[src/rtl/pulse_id_scheduler.sv]
// Round-robin arbiter sharing one pulse_identifier between several
// BMC decoder channels, with result handshake and stuck-pair watchdog.
module pulse_id_scheduler #(
   parameter int NUM_SENSORS   = 4,
   parameter int TIMEOUT_TICKS = 200000,
   localparam int SW = $clog2(NUM_SENSORS),
   localparam int TW = $clog2(TIMEOUT_TICKS + 1)
) (
   input  logic                      clk_96MHz,
   input  logic                      reset,
   input  logic [NUM_SENSORS-1:0]    data_availible,
   input  logic [NUM_SENSORS*24-1:0] ts_data,
   input  logic [NUM_SENSORS*17-1:0] decoded_data,
   output logic [NUM_SENSORS-1:0]    reset_bmc_decoder,
   output logic                      id_data_availible,
   output logic                      id_data_availible1,
   output logic [23:0]               id_ts_data,
   output logic [23:0]               id_ts_data_1,
   output logic [16:0]               id_decoded_data,
   output logic [16:0]               id_decoded_data_1,
   input  logic                      id_reset_bmc_0,
   input  logic                      id_reset_bmc_1,
   input  logic [16:0]               id_pulse_id_0,
   input  logic [16:0]               id_pulse_id_1,
   input  logic                      id_ready,
   output logic                      id_reset,
   output logic                      result_valid,
   input  logic                      result_ack,
   output logic [SW-1:0]             result_sensor_a,
   output logic [SW-1:0]             result_sensor_b,
   output logic [16:0]               result_pulse_id_a,
   output logic [16:0]               result_pulse_id_b,
   output logic [7:0]                timeout_count
);

   typedef enum logic [2:0] {
      IDLE, SELECT, RUN, HOLD, RELEASE, DRAIN
   } state_t;

   state_t        state;
   logic [SW-1:0] rr_ptr;
   logic [SW-1:0] sel_a;
   logic [SW-1:0] sel_b;
   logic [TW-1:0] timer;

   logic [SW-1:0] scan_a;
   logic [SW-1:0] scan_b;
   logic [SW-1:0] idx;
   logic          found_a;
   logic          found_b;
   logic          run;

   assign run = (state == RUN);

   // Circular scan: first pending channel from rr_ptr, then the next one after it
   always_comb begin
      idx     = '0;
      scan_a  = rr_ptr;
      found_a = 1'b0;
      for (int i = 0; i < NUM_SENSORS; i++) begin
         idx = rr_ptr + SW'(i);
         if (!found_a && data_availible[idx]) begin
            scan_a  = idx;
            found_a = 1'b1;
         end
      end
      scan_b  = scan_a + SW'(1);
      found_b = 1'b0;
      for (int i = 1; i < NUM_SENSORS; i++) begin
         idx = scan_a + SW'(i);
         if (!found_b && data_availible[idx]) begin
            scan_b  = idx;
            found_b = 1'b1;
         end
      end
   end

   // Forward only the selected pair, and only while the identifier is running
   always_comb begin
      id_data_availible  = 1'b0;
      id_data_availible1 = 1'b0;
      id_ts_data         = '0;
      id_ts_data_1       = '0;
      id_decoded_data    = '0;
      id_decoded_data_1  = '0;
      reset_bmc_decoder  = '0;
      for (int k = 0; k < NUM_SENSORS; k++) begin
         if (run && sel_a == SW'(k)) begin
            id_data_availible    = data_availible[k];
            id_ts_data           = ts_data[24*k +: 24];
            id_decoded_data      = decoded_data[17*k +: 17];
            reset_bmc_decoder[k] = reset_bmc_decoder[k] | id_reset_bmc_0;
         end
         if (run && sel_b == SW'(k)) begin
            id_data_availible1   = data_availible[k];
            id_ts_data_1         = ts_data[24*k +: 24];
            id_decoded_data_1    = decoded_data[17*k +: 17];
            reset_bmc_decoder[k] = reset_bmc_decoder[k] | id_reset_bmc_1;
         end
      end
   end

   // Scheduler FSM with registered handshake, reset pulse and watchdog
   always_ff @(posedge clk_96MHz) begin
      if (reset) begin
         state             <= IDLE;
         rr_ptr            <= '0;
         sel_a             <= '0;
         sel_b             <= SW'(1);
         timer             <= '0;
         id_reset          <= 1'b0;
         result_valid      <= 1'b0;
         result_sensor_a   <= '0;
         result_sensor_b   <= '0;
         result_pulse_id_a <= '0;
         result_pulse_id_b <= '0;
         timeout_count     <= '0;
      end else begin
         id_reset <= 1'b0;
         unique case (state)
            IDLE: begin
               if (|data_availible) state <= SELECT;
            end
            SELECT: begin
               sel_a <= scan_a;
               sel_b <= scan_b;
               timer <= '0;
               state <= RUN;
            end
            RUN: begin
               timer <= timer + TW'(1);
               if (id_ready) begin
                  result_sensor_a   <= sel_a;
                  result_sensor_b   <= sel_b;
                  result_pulse_id_a <= id_pulse_id_0;
                  result_pulse_id_b <= id_pulse_id_1;
                  result_valid      <= 1'b1;
                  state             <= HOLD;
               end else if (timer == TW'(TIMEOUT_TICKS - 1)) begin
                  if (timeout_count != 8'hFF)
                     timeout_count <= timeout_count + 8'd1;
                  id_reset <= 1'b1;
                  state    <= RELEASE;
               end
            end
            HOLD: begin
               if (result_ack) begin
                  result_valid <= 1'b0;
                  id_reset     <= 1'b1;
                  state        <= RELEASE;
               end
            end
            RELEASE: begin
               rr_ptr <= sel_a + SW'(1);
               state  <= DRAIN;
            end
            DRAIN: begin
               if (!id_ready) state <= IDLE;
            end
            default: state <= IDLE;
         endcase
      end
   end

endmodule

[config.mk]
export PLATFORM = sky130hd
export DESIGN_NAME = pulse_id_scheduler
export DESIGN_NICKNAME = d
export VERILOG_FILES = /design/src/rtl/pulse_id_scheduler.sv
export SDC_FILE = /design/constraint.sdc
export NUM_CORES = 1
export LEC_CHECK = 0
export BUFFER_PORTS_ARGS = -buffer_cell sky130_fd_sc_hd__buf_2
export CAP_MARGIN = 20
export CORE_ASPECT_RATIO = 0.5
export CORE_MARGIN = 8
export CORE_UTILIZATION = 42
export CTS_BUF_LIST = sky130_fd_sc_hd__clkbuf_16
export CTS_CLUSTER_DIAMETER = 100
export DETAILED_ROUTE_END_ITERATION = 6
export PLACE_DENSITY_LB_ADDON = 0.25
export SETUP_SLACK_MARGIN = 0.05
export SLEW_MARGIN = 20
export SYNTH_ARGS = -nofsm -noshare
export SYNTH_HDL_FRONTEND = slang
export SYNTH_SLANG_ARGS = --single-unit
[constraint.sdc]
create_clock -name clk_96MHz -period 2.2 [get_ports clk_96MHz]
set_input_delay 0.33 -clock clk_96MHz [delete_from_list [all_inputs] [get_ports clk_96MHz]]
set_output_delay 0.33 -clock clk_96MHz [all_outputs]
set_load 0.01 [all_outputs]
==> results of run 1 <==
==> layout make-up <==
class	instances	area [um2]
Clock buffer	9	225
Fill cell	1362	5880
Tap cell	204	255
Sequential cell	75	1510
Antenna cell	1	2.50
Inverter	49	189
Clock inverter	7	82.6
Timing Repair Buffer	381	2410
Multi-Input combinational cell	641	4860
==> synthesized netlist by cell type (3+ instances only) <==
| library cell | instances |
|---|---|
| sky130_fd_sc_hd__mux4_2 | 42 |
| sky130_fd_sc_hd__nor4_1 | 8 |
| sky130_fd_sc_hd__ha_1 | 6 |
| sky130_fd_sc_hd__buf_2 | 6 |
| sky130_fd_sc_hd__a31o_2 | 3 |
| sky130_fd_sc_hd__nand4b_1 | 3 |
| sky130_fd_sc_hd__dfxtp_1 | 75 |
| sky130_fd_sc_hd__nand4_1 | 5 |
| sky130_fd_sc_hd__nor2_1 | 34 |
| sky130_fd_sc_hd__a221oi_1 | 4 |
| sky130_fd_sc_hd__a211oi_1 | 46 |
| sky130_fd_sc_hd__a211o_1 | 42 |
| sky130_fd_sc_hd__and3b_1 | 40 |
| sky130_fd_sc_hd__inv_1 | 49 |
| sky130_fd_sc_hd__clkbuf_1 | 77 |
| sky130_fd_sc_hd__and4_1 | 3 |
| sky130_fd_sc_hd__nand3b_1 | 6 |
| sky130_fd_sc_hd__mux2_2 | 9 |
| sky130_fd_sc_hd__nand3_1 | 11 |
| sky130_fd_sc_hd__nand2b_1 | 4 |
| sky130_fd_sc_hd__nand2_1 | 142 |
| sky130_fd_sc_hd__a21oi_1 | 102 |
| sky130_fd_sc_hd__a21o_1 | 3 |
| sky130_fd_sc_hd__and3_1 | 4 |
| sky130_fd_sc_hd__a31oi_1 | 5 |
| sky130_fd_sc_hd__and2_1 | 43 |
| sky130_fd_sc_hd__nor3_1 | 7 |
| sky130_fd_sc_hd__o21ai_0 | 8 |
| sky130_fd_sc_hd__nor3b_1 | 6 |
| sky130_fd_sc_hd__o31ai_1 | 6 |
| sky130_fd_sc_hd__nor2b_1 | 13 |
| sky130_fd_sc_hd__or4_1 | 3 |
==> report_power, final <==
group	internal, mW	leakage [nW]	total, mW	switching (mW)
combinational	1.35	3.61	2.70	1.35
clock	0.898	0.145	1.52	0.619
sequential	1.42	0.608	1.47	0.0463
==> metrics by stage <==
| step | power, mW | worst slack, ns | hold WS [ns] |
|---|---|---|---|
| finish | 5.68 | -0.0906 | 0.223 |
| global route | 5.99 | -0.179 | 0.219 |
| CTS | 5.50 | -0.105 | 0.214 |
| detailed placement | 3.88 | 0.0228 | 0.447 |
| global placement | 3.82 | 0.0656 | 0.439 |
| floorplan | 3.00 | 0.0940 | 0.465 |
==> worst register-to-register path: stages (launching register included) <==
cell                      delay [ns]
sky130_fd_sc_hd__dfxtp_1        0.34
sky130_fd_sc_hd__or3b_4         0.44
sky130_fd_sc_hd__or3_4          0.50
sky130_fd_sc_hd__nor4_1         0.32
sky130_fd_sc_hd__mux2_2         0.37
==> layer usage <==
metal / up-vias / track usage / part of all wire
met3: 74 / 0.0487 / 0.076
met5: - / 0 / 0
met4: 0 / 0.0863 / 0.035
li1: 3720 / - / -
met2: 370 / 0.419 / 0.49
met1: 3750 / 0.284 / 0.40
==> final timing paths <==
| path | from | endpoint | slack [ns] | cells past startpoint |
|---|---|---|---|---|
| worst max-delay path | sel_a[1] | id_ts_data[11] | -0.09 | 8 |
| worst min-delay path | id_pulse_id_1[14] | result_pulse_id_b[14] | 0.22 | 3 |
| worst max register to register | state[1] | timeout_count[3] | 0.12 | 4 |
| worst min register to register | result_pulse_id_a[16] | result_pulse_id_a[16] | 0.45 | 2 |
==> registers in the layout, summed over array words and instances (netlist names), 2 cells and up <==
signal             cells
result_pulse_id_a     17
result_pulse_id_b     17
result_sensor_a        2
result_sensor_b        2
rr_ptr                 2
sel_a                  2
sel_b                  2
state                  3
timeout_count          8
timer                 18
==> kinds of logic (layout without fill, tap and decap cells) <==
group                    after synthesis  after routing  share of synthesized area
other                                  0              1                          0
adder cells (fa/ha/maj)                6              6                     0.0113
AND/OR/NAND/NOR                      344            344                      0.283
multiplexers                          54             54                      0.163
XOR/XNOR                               1              1                    0.00132
buffers and inverters                135            446                     0.0787
flip-flops                            75             75                      0.227
AO/OA/AOI/OAI                        236            236                      0.236
==> repair_timing <==
action                                  in CTS  in global routing
setup buffers                                2                  0
gates resized for setup                     26                 72
pin swaps                                    9                 14
endpoints found under the setup margin      42                 55
gates cloned                                 2                  5
==> results_tabular.tex, run 1 <==
\begin{tabular}{lr}
\hline
Metric & Value \\
\hline
\multicolumn{2}{l}{\textbf{Status}} \\
\quad Result of the run & finished, violations left \\
\quad Violations in the final reports & negative setup slack \\
\multicolumn{2}{l}{\textbf{Worst hold path}} \\
\quad Worst Hold Class & input pin to flip-flop \\
\multicolumn{2}{l}{\textbf{Cells and area}} \\
\quad Most frequent standard cell in the layout excluding fill and tap cells & sky130\_fd\_sc\_hd\_\_buf\_2 \\
\quad Final std cells w/o fill & 1367 \\
\quad Fraction of final layout cells sized beyond drive strength 1 & 0.452 \\
\quad Design Area, Final & 9540 um2 \\
\quad Area growth from synthesis to final layout & 43.8\% \\
\quad Number of nets at the end of the flow & 1371 \\
\quad Final core utilization & 0.619 \\
\quad Commonest cells after routing, fill and taps aside & sky130\_fd\_sc\_hd\_\_buf\_2, sky130\_fd\_sc\_hd\_\_nand2\_1, sky130\_fd\_sc\_hd\_\_a21oi\_1 \\
\multicolumn{2}{l}{\textbf{STA}} \\
\quad Final clock skew & 0.00705 ns \\
\quad Final setup violating endpoints & 42 \\
\quad Unrepaired setup endpoints after global routing & true \\
\quad Share of the clock period used by the worst path after layout & 1.04 \\
\quad Transition time at the pin with the least slew margin & 0.713 ns \\
\quad Worst Setup Slack, final & -0.0906 ns \\
\quad Setup TNS Final & -2.34 ns \\
\quad Headroom to the max-slew limit & 0.525 \\
\quad Number of slew-limit violations in the final report & 0 \\
\quad Final critical path time including I/O delays and setup & 2.29 ns \\
\quad Final hold violation count & 0 \\
\quad Fmax & 437 MHz \\
\multicolumn{2}{l}{\textbf{Global routing}} \\
\quad Pin count of the biggest net entering global routing & 51 \\
\quad First-pass GRT wire length & 40.9 mm \\
\quad Antenna violations before repair & 1 \\
\quad Via count of the first global-routing pass & 7781 \\
\quad GR Util All Layers & 0.237 \\
\quad Remaining global-route overflow & 0 \\
\multicolumn{2}{l}{\textbf{Drt}} \\
\quad Wire length per cell after detailed routing & 19.2 um \\
\quad Initial DRC count & 545 \\
\quad Via Count & 7914 \\
\quad Antenna-violating nets left & 0 \\
\quad Via density & 5.79 \\
\quad Final WL & 26.3 mm \\
\quad Detailed Routing Iterations Pass 1 & 5 \\
\quad Number of remaining DRC errors & 0 \\
\multicolumn{2}{l}{\textbf{Critical path}} \\
\quad Slowest cell on the critical path & sky130\_fd\_sc\_hd\_\_dfxtp\_2 \\
\quad CP bufs+invs & 3 \\
\quad Stage delay of the slowest cell on the critical path & 0.35 ns \\
\quad Worst-path fanout max & 12 \\
\quad Sort of element at the end of the critical path & primary output \\
\quad Top delay family on crit path & compound AO/OA/AOI/OAI gates \\
\quad Required time at the endpoint of the critical path & 1.87 ns \\
\quad Endpoint arrival time on the critical path & 1.96 ns \\
\quad Type of origin of the critical path & flip-flop \\
\quad Setup Crit Path Kind & flip-flop to primary output \\
\quad Series of cell instances along the critical path & inv\_4 -> ha\_4 -> clkbuf\_16 -> and3b\_1 -> a211oi\_1 -> a211o\_1 -> a21oi\_1 -> buf\_2 \\
\multicolumn{2}{l}{\textbf{Die}} \\
\quad Area enclosed by the die boundary & 20300 um2 \\
\quad IO Pins & 344 \\
\quad Row Count & 32 \\
\quad Width of the chip & 194 um \\
\quad Die height & 105 um \\
\quad Core area & 15400 um2 \\
\quad Starting density of the core & 0.430 \\
\multicolumn{2}{l}{\textbf{Yosys}} \\
\quad Synthesized net count & 1065 \\
\quad Post-synthesis cell count & 851 \\
\quad Sequential-to-total area share from yosys stat & 0.227 \\
\quad Most used flip-flop cell after synthesis & sky130\_fd\_sc\_hd\_\_dfxtp\_1 \\
\quad Post-synthesis async set-or-reset flop share & 0 \\
\quad Cell types occupying the most area after synthesis & sky130\_fd\_sc\_hd\_\_dfxtp\_1, sky130\_fd\_sc\_hd\_\_mux4\_2, sky130\_fd\_sc\_hd\_\_nand2\_1, sky130\_fd\_sc\_hd\_\_a21oi\_1, sky130\_fd\_sc\_hd\_\_a211o\_1 \\
\quad Flip-flop and latch count after synthesis & 75 \\
\quad Total standard cell area after synthesis & 6630 um2 \\
\quad Area share of the leading cell type in the synthesized netlist & 0.227 \\
\quad Number of enable flip-flop cells after synthesis & 0 \\
\quad Cell variety after synth & 59 \\
\quad Synthesized area per cell & 7.79 um2 \\
\quad Top cell type by total area after synthesis & sky130\_fd\_sc\_hd\_\_dfxtp\_1 \\
\quad YS warnings & 0 \\
\multicolumn{2}{l}{\textbf{Clock network}} \\
\quad H-Tree Level Count & 3 \\
\quad Clk Tree Root Cell & sky130\_fd\_sc\_hd\_\_clkbuf\_16 \\
\quad Clk pin slew, worst setup/hold paths & 0.07 ns \\
\quad Number of buffers created by CTS & 9 \\
\quad Clk sinks & 75 \\
\quad CTS tree & built \\
\quad Maximum number of buffers from clock root to sink & 2 \\
\quad Hold Buf Count CTS & 0 \\
\quad Clock latency at the later pin of the worst-skew pair & 0.33 ns \\
\multicolumn{2}{l}{\textbf{Place}} \\
\quad Placed cell area & 8640 um2 \\
\quad Placer congestion estimate & 0.913 \\
\quad Placed cell count & 1341 \\
\quad \# port buffers & 343 \\
\quad HPWL after DPL & 19.2 mm \\
\multicolumn{2}{l}{\textbf{Power and ir drop}} \\
\quad Power density over cell area & 596 nW/um2 \\
\quad Standby leakage power & 4.37 nW \\
\quad Worst supply voltage drop on vdd & 340 uV \\
\multicolumn{2}{l}{\textbf{Flow run}} \\
\quad Max-cap violations & 0 \\
\hline
\end{tabular}
Note: power is estimated with default switching activity, not from simulation.
==> run 2: changes to the inputs <==
Settings changed: CORE_UTILIZATION 42 to 45, RECOVER_POWER set to 25.
Clock period 2.2 ns to 2.9 ns, I/O delays scaled along.
==> results_tabular.tex, run 2 (synthesis results as in run 1) <==
\begin{tabular}{lr}
\hline
Metric & Value \\
\hline
\multicolumn{2}{l}{\textbf{Critical path}} \\
\quad Sort of element at the end of the critical path & primary output \\
\quad CP bufs+invs & 3 \\
\quad Worst-path fanout max & 84 \\
\quad Register-to-register setup slack & 0.51 ns \\
\quad Setup crit start & sel\_a[1] \\
\quad Reg-to-reg endpoint & timeout\_count[5] \\
\quad Top delay family on crit path & compound AO/OA/AOI/OAI gates \\
\quad Path depth of the worst reg2reg path & 4 \\
\quad Endpoint arrival time on the critical path & 2.31 ns \\
\quad Series of cell instances along the critical path & inv\_1 -> ha\_2 -> buf\_12 -> nor2b\_2 -> a221oi\_1 -> a211o\_1 -> a21oi\_1 -> buf\_2 \\
\quad Required time at the endpoint of the critical path & 2.47 ns \\
\quad Setup Crit Path Kind & flip-flop to primary output \\
\quad Critical path depth & 8 \\
\quad Worst r2r src & state[1] \\
\quad Capture point of the critical path & id\_decoded\_data[16] \\
\quad Slowest cell on the critical path & sky130\_fd\_sc\_hd\_\_dfxtp\_1 \\
\quad Stage delay of the slowest cell on the critical path & 0.40 ns \\
\quad Type of origin of the critical path & flip-flop \\
\multicolumn{2}{l}{\textbf{Cells and area}} \\
\quad Number of nets at the end of the flow & 1353 \\
\quad Final core utilization & 0.609 \\
\quad Most frequent standard cell in the layout excluding fill and tap cells & sky130\_fd\_sc\_hd\_\_buf\_2 \\
\quad Commonest cells after routing, fill and taps aside & sky130\_fd\_sc\_hd\_\_buf\_2, sky130\_fd\_sc\_hd\_\_nand2\_1, sky130\_fd\_sc\_hd\_\_a21oi\_1 \\
\quad Fraction of final layout cells sized beyond drive strength 1 & 0.348 \\
\quad Largest registers & timer (18), result\_pulse\_id\_a (17), result\_pulse\_id\_b (17) \\
\quad Final std cells w/o fill & 1347 \\
\quad Largest Register & timer \\
\quad Area growth from synthesis to final layout & 32.5\% \\
\quad Max FFs per register & 18 \\
\multicolumn{2}{l}{\textbf{STA}} \\
\quad Fmax & 364 MHz \\
\quad Transition time at the pin with the least slew margin & 0.791 ns \\
\quad Final setup violating endpoints & 0 \\
\quad Final critical path time including I/O delays and setup & 2.75 ns \\
\quad Final clock skew & 0.00898 ns \\
\quad Setup TNS Final & 0 ns \\
\quad Number of slew-limit violations in the final report & 0 \\
\quad Final hold violation count & 0 \\
\quad Worst Setup Slack, final & 0.154 ns \\
\quad Share of the clock period used by the worst path after layout & 0.947 \\
\quad Unrepaired setup endpoints after global routing & true \\
\quad WHS & 0.334 ns \\
\quad Headroom to the max-slew limit & 0.472 \\
\multicolumn{2}{l}{\textbf{Global routing}} \\
\quad GR Util All Layers & 0.243 \\
\quad Routing layer with the top usage in global route & met2 \\
\quad GR Layer Usage met3 & 0.0477 \\
\quad Antenna violations before repair & 1 \\
\quad Remaining global-route overflow & 0 \\
\quad Met2 track demand over resource & 0.430 \\
\quad Global Route met1 Usage & 0.289 \\
\quad First-pass GRT wire length & 39.0 mm \\
\quad Pin count of the biggest net entering global routing & 85 \\
\quad Via count of the first global-routing pass & 7652 \\
\multicolumn{2}{l}{\textbf{Drt}} \\
\quad Via density & 5.71 \\
\quad Final WL & 24.9 mm \\
\quad Wire length per cell after detailed routing & 18.5 um \\
\quad Number of remaining DRC errors & 0 \\
\quad Initial DRC count & 525 \\
\quad Antenna-violating nets left & 0 \\
\quad Via Count & 7696 \\
\quad Detailed Routing Iterations Pass 1 & 5 \\
\multicolumn{2}{l}{\textbf{Clock network}} \\
\quad Clock latency at the later pin of the worst-skew pair & 0.33 ns \\
\quad H-Tree Level Count & 3 \\
\quad Maximum number of buffers from clock root to sink & 2 \\
\quad CTS tree & built \\
\quad Number of setup buffers added after CTS & 0 \\
\quad Clk Tree Root Cell & sky130\_fd\_sc\_hd\_\_clkbuf\_16 \\
\quad Clk sinks & 75 \\
\quad Clk pin slew, worst setup/hold paths & 0.06 ns \\
\quad Number of buffers created by CTS & 9 \\
\multicolumn{2}{l}{\textbf{Die}} \\
\quad Core area & 14400 um2 \\
\quad Starting density of the core & 0.459 \\
\quad Row Count & 31 \\
\quad Width of the chip & 188 um \\
\quad Area enclosed by the die boundary & 19100 um2 \\
\quad Die height & 102 um \\
\quad IO Pins & 344 \\
\multicolumn{2}{l}{\textbf{Power and ir drop}} \\
\quad Worst supply voltage drop on vdd & 337 uV \\
\quad Standby leakage power & 3.92 nW \\
\quad Power density over cell area & 467 nW/um2 \\
\multicolumn{2}{l}{\textbf{Place}} \\
\quad Placed cell count & 1326 \\
\quad Placer congestion estimate & 0.855 \\
\quad Post-placement setup slack & 0.445 ns \\
\quad \# port buffers & 343 \\
\quad HPWL after DPL & 18.7 mm \\
\multicolumn{2}{l}{\textbf{Status}} \\
\quad Result of the run & finished clean \\
\multicolumn{2}{l}{\textbf{Worst hold path}} \\
\quad Number of instances on the worst hold path & 3 \\
\quad Worst Hold Class & input pin to flip-flop \\
\quad Hold\_sp & id\_pulse\_id\_1[13] \\
\multicolumn{2}{l}{\textbf{Flow run}} \\
\quad Max-cap violations & 0 \\
\hline
\end{tabular}
run 2: cell types whose count changed in the layout (fill, tap and decap cells not counted), moves of 5 or more:
cell,previous run,this run
sky130_fd_sc_hd__clkbuf_1,0,48
sky130_fd_sc_hd__buf_6,19,0
sky130_fd_sc_hd__buf_2,323,295
sky130_fd_sc_hd__and2_1,22,43
sky130_fd_sc_hd__a21oi_1,80,102
sky130_fd_sc_hd__a21oi_2,22,0
sky130_fd_sc_hd__buf_4,19,14
sky130_fd_sc_hd__buf_12,12,6
sky130_fd_sc_hd__a211oi_1,40,46
sky130_fd_sc_hd__and2_4,21,0
sky130_fd_sc_hd__a211oi_2,6,0
run 2: routing by layer:
layer  vias up  part of all wire
met1      3616              0.40
met2       335              0.50
met3        70             0.067
li1       3675                 -
met5         -                 0
met4         0             0.036
run 2: what timing repair did:
item,in CTS,in global routing
hold buffers,0,0
endpoints found under the setup margin,0,34
resized for setup,0,2
run 2: how the worst min path moves through the flow:
stage	to	slack, ns
6_report	result_pulse_id_b[13]	0.33
5_1_grt	result_pulse_id_a[6]	0.33
4_1_cts	result_pulse_id_b[13]	0.33
3_5_place_dp	result_pulse_id_a[12]	0.44
3_3_place_gp	result_pulse_id_a[15]	0.44
2_1_floorplan	result_sensor_a[1]	0.46
run 2: worst register-to-register path, cell delays in order (launching register included):
cell	delay [ns]
sky130_fd_sc_hd__dfxtp_1	0.54
sky130_fd_sc_hd__or3b_4	0.48
sky130_fd_sc_hd__or3_4	0.49
sky130_fd_sc_hd__nor4_1	0.41
sky130_fd_sc_hd__mux2_1	0.36
run 2: per-stage QoR:
step | cell area, um2 | total power, mW
finish | 8790 | 4.10
global route | 8780 | 4.35
CTS | 8830 | 4.12
detailed placement | 8500 | 2.87
global placement | 8500 | 2.84
floorplan | 6630 | 2.27
run 2: layout make-up:
type	instances	area (um2)
fill	1403	5640
sequential	75	1510
tap	198	248
antenna	5	12.5
clock buffer	10	250
multi-input combinational	641	4620
inverter	49	184
timing repair buffer	363	1880
clock inverter	6	85.1
run 2: where the power goes:
part           leakage [nW]  switching, mW  internal, mW
Sequential            0.607         0.0873          1.08
Clock                 0.162          0.435         0.804
Combinational          3.16          0.866         0.828
Total                  3.92           1.39          2.71
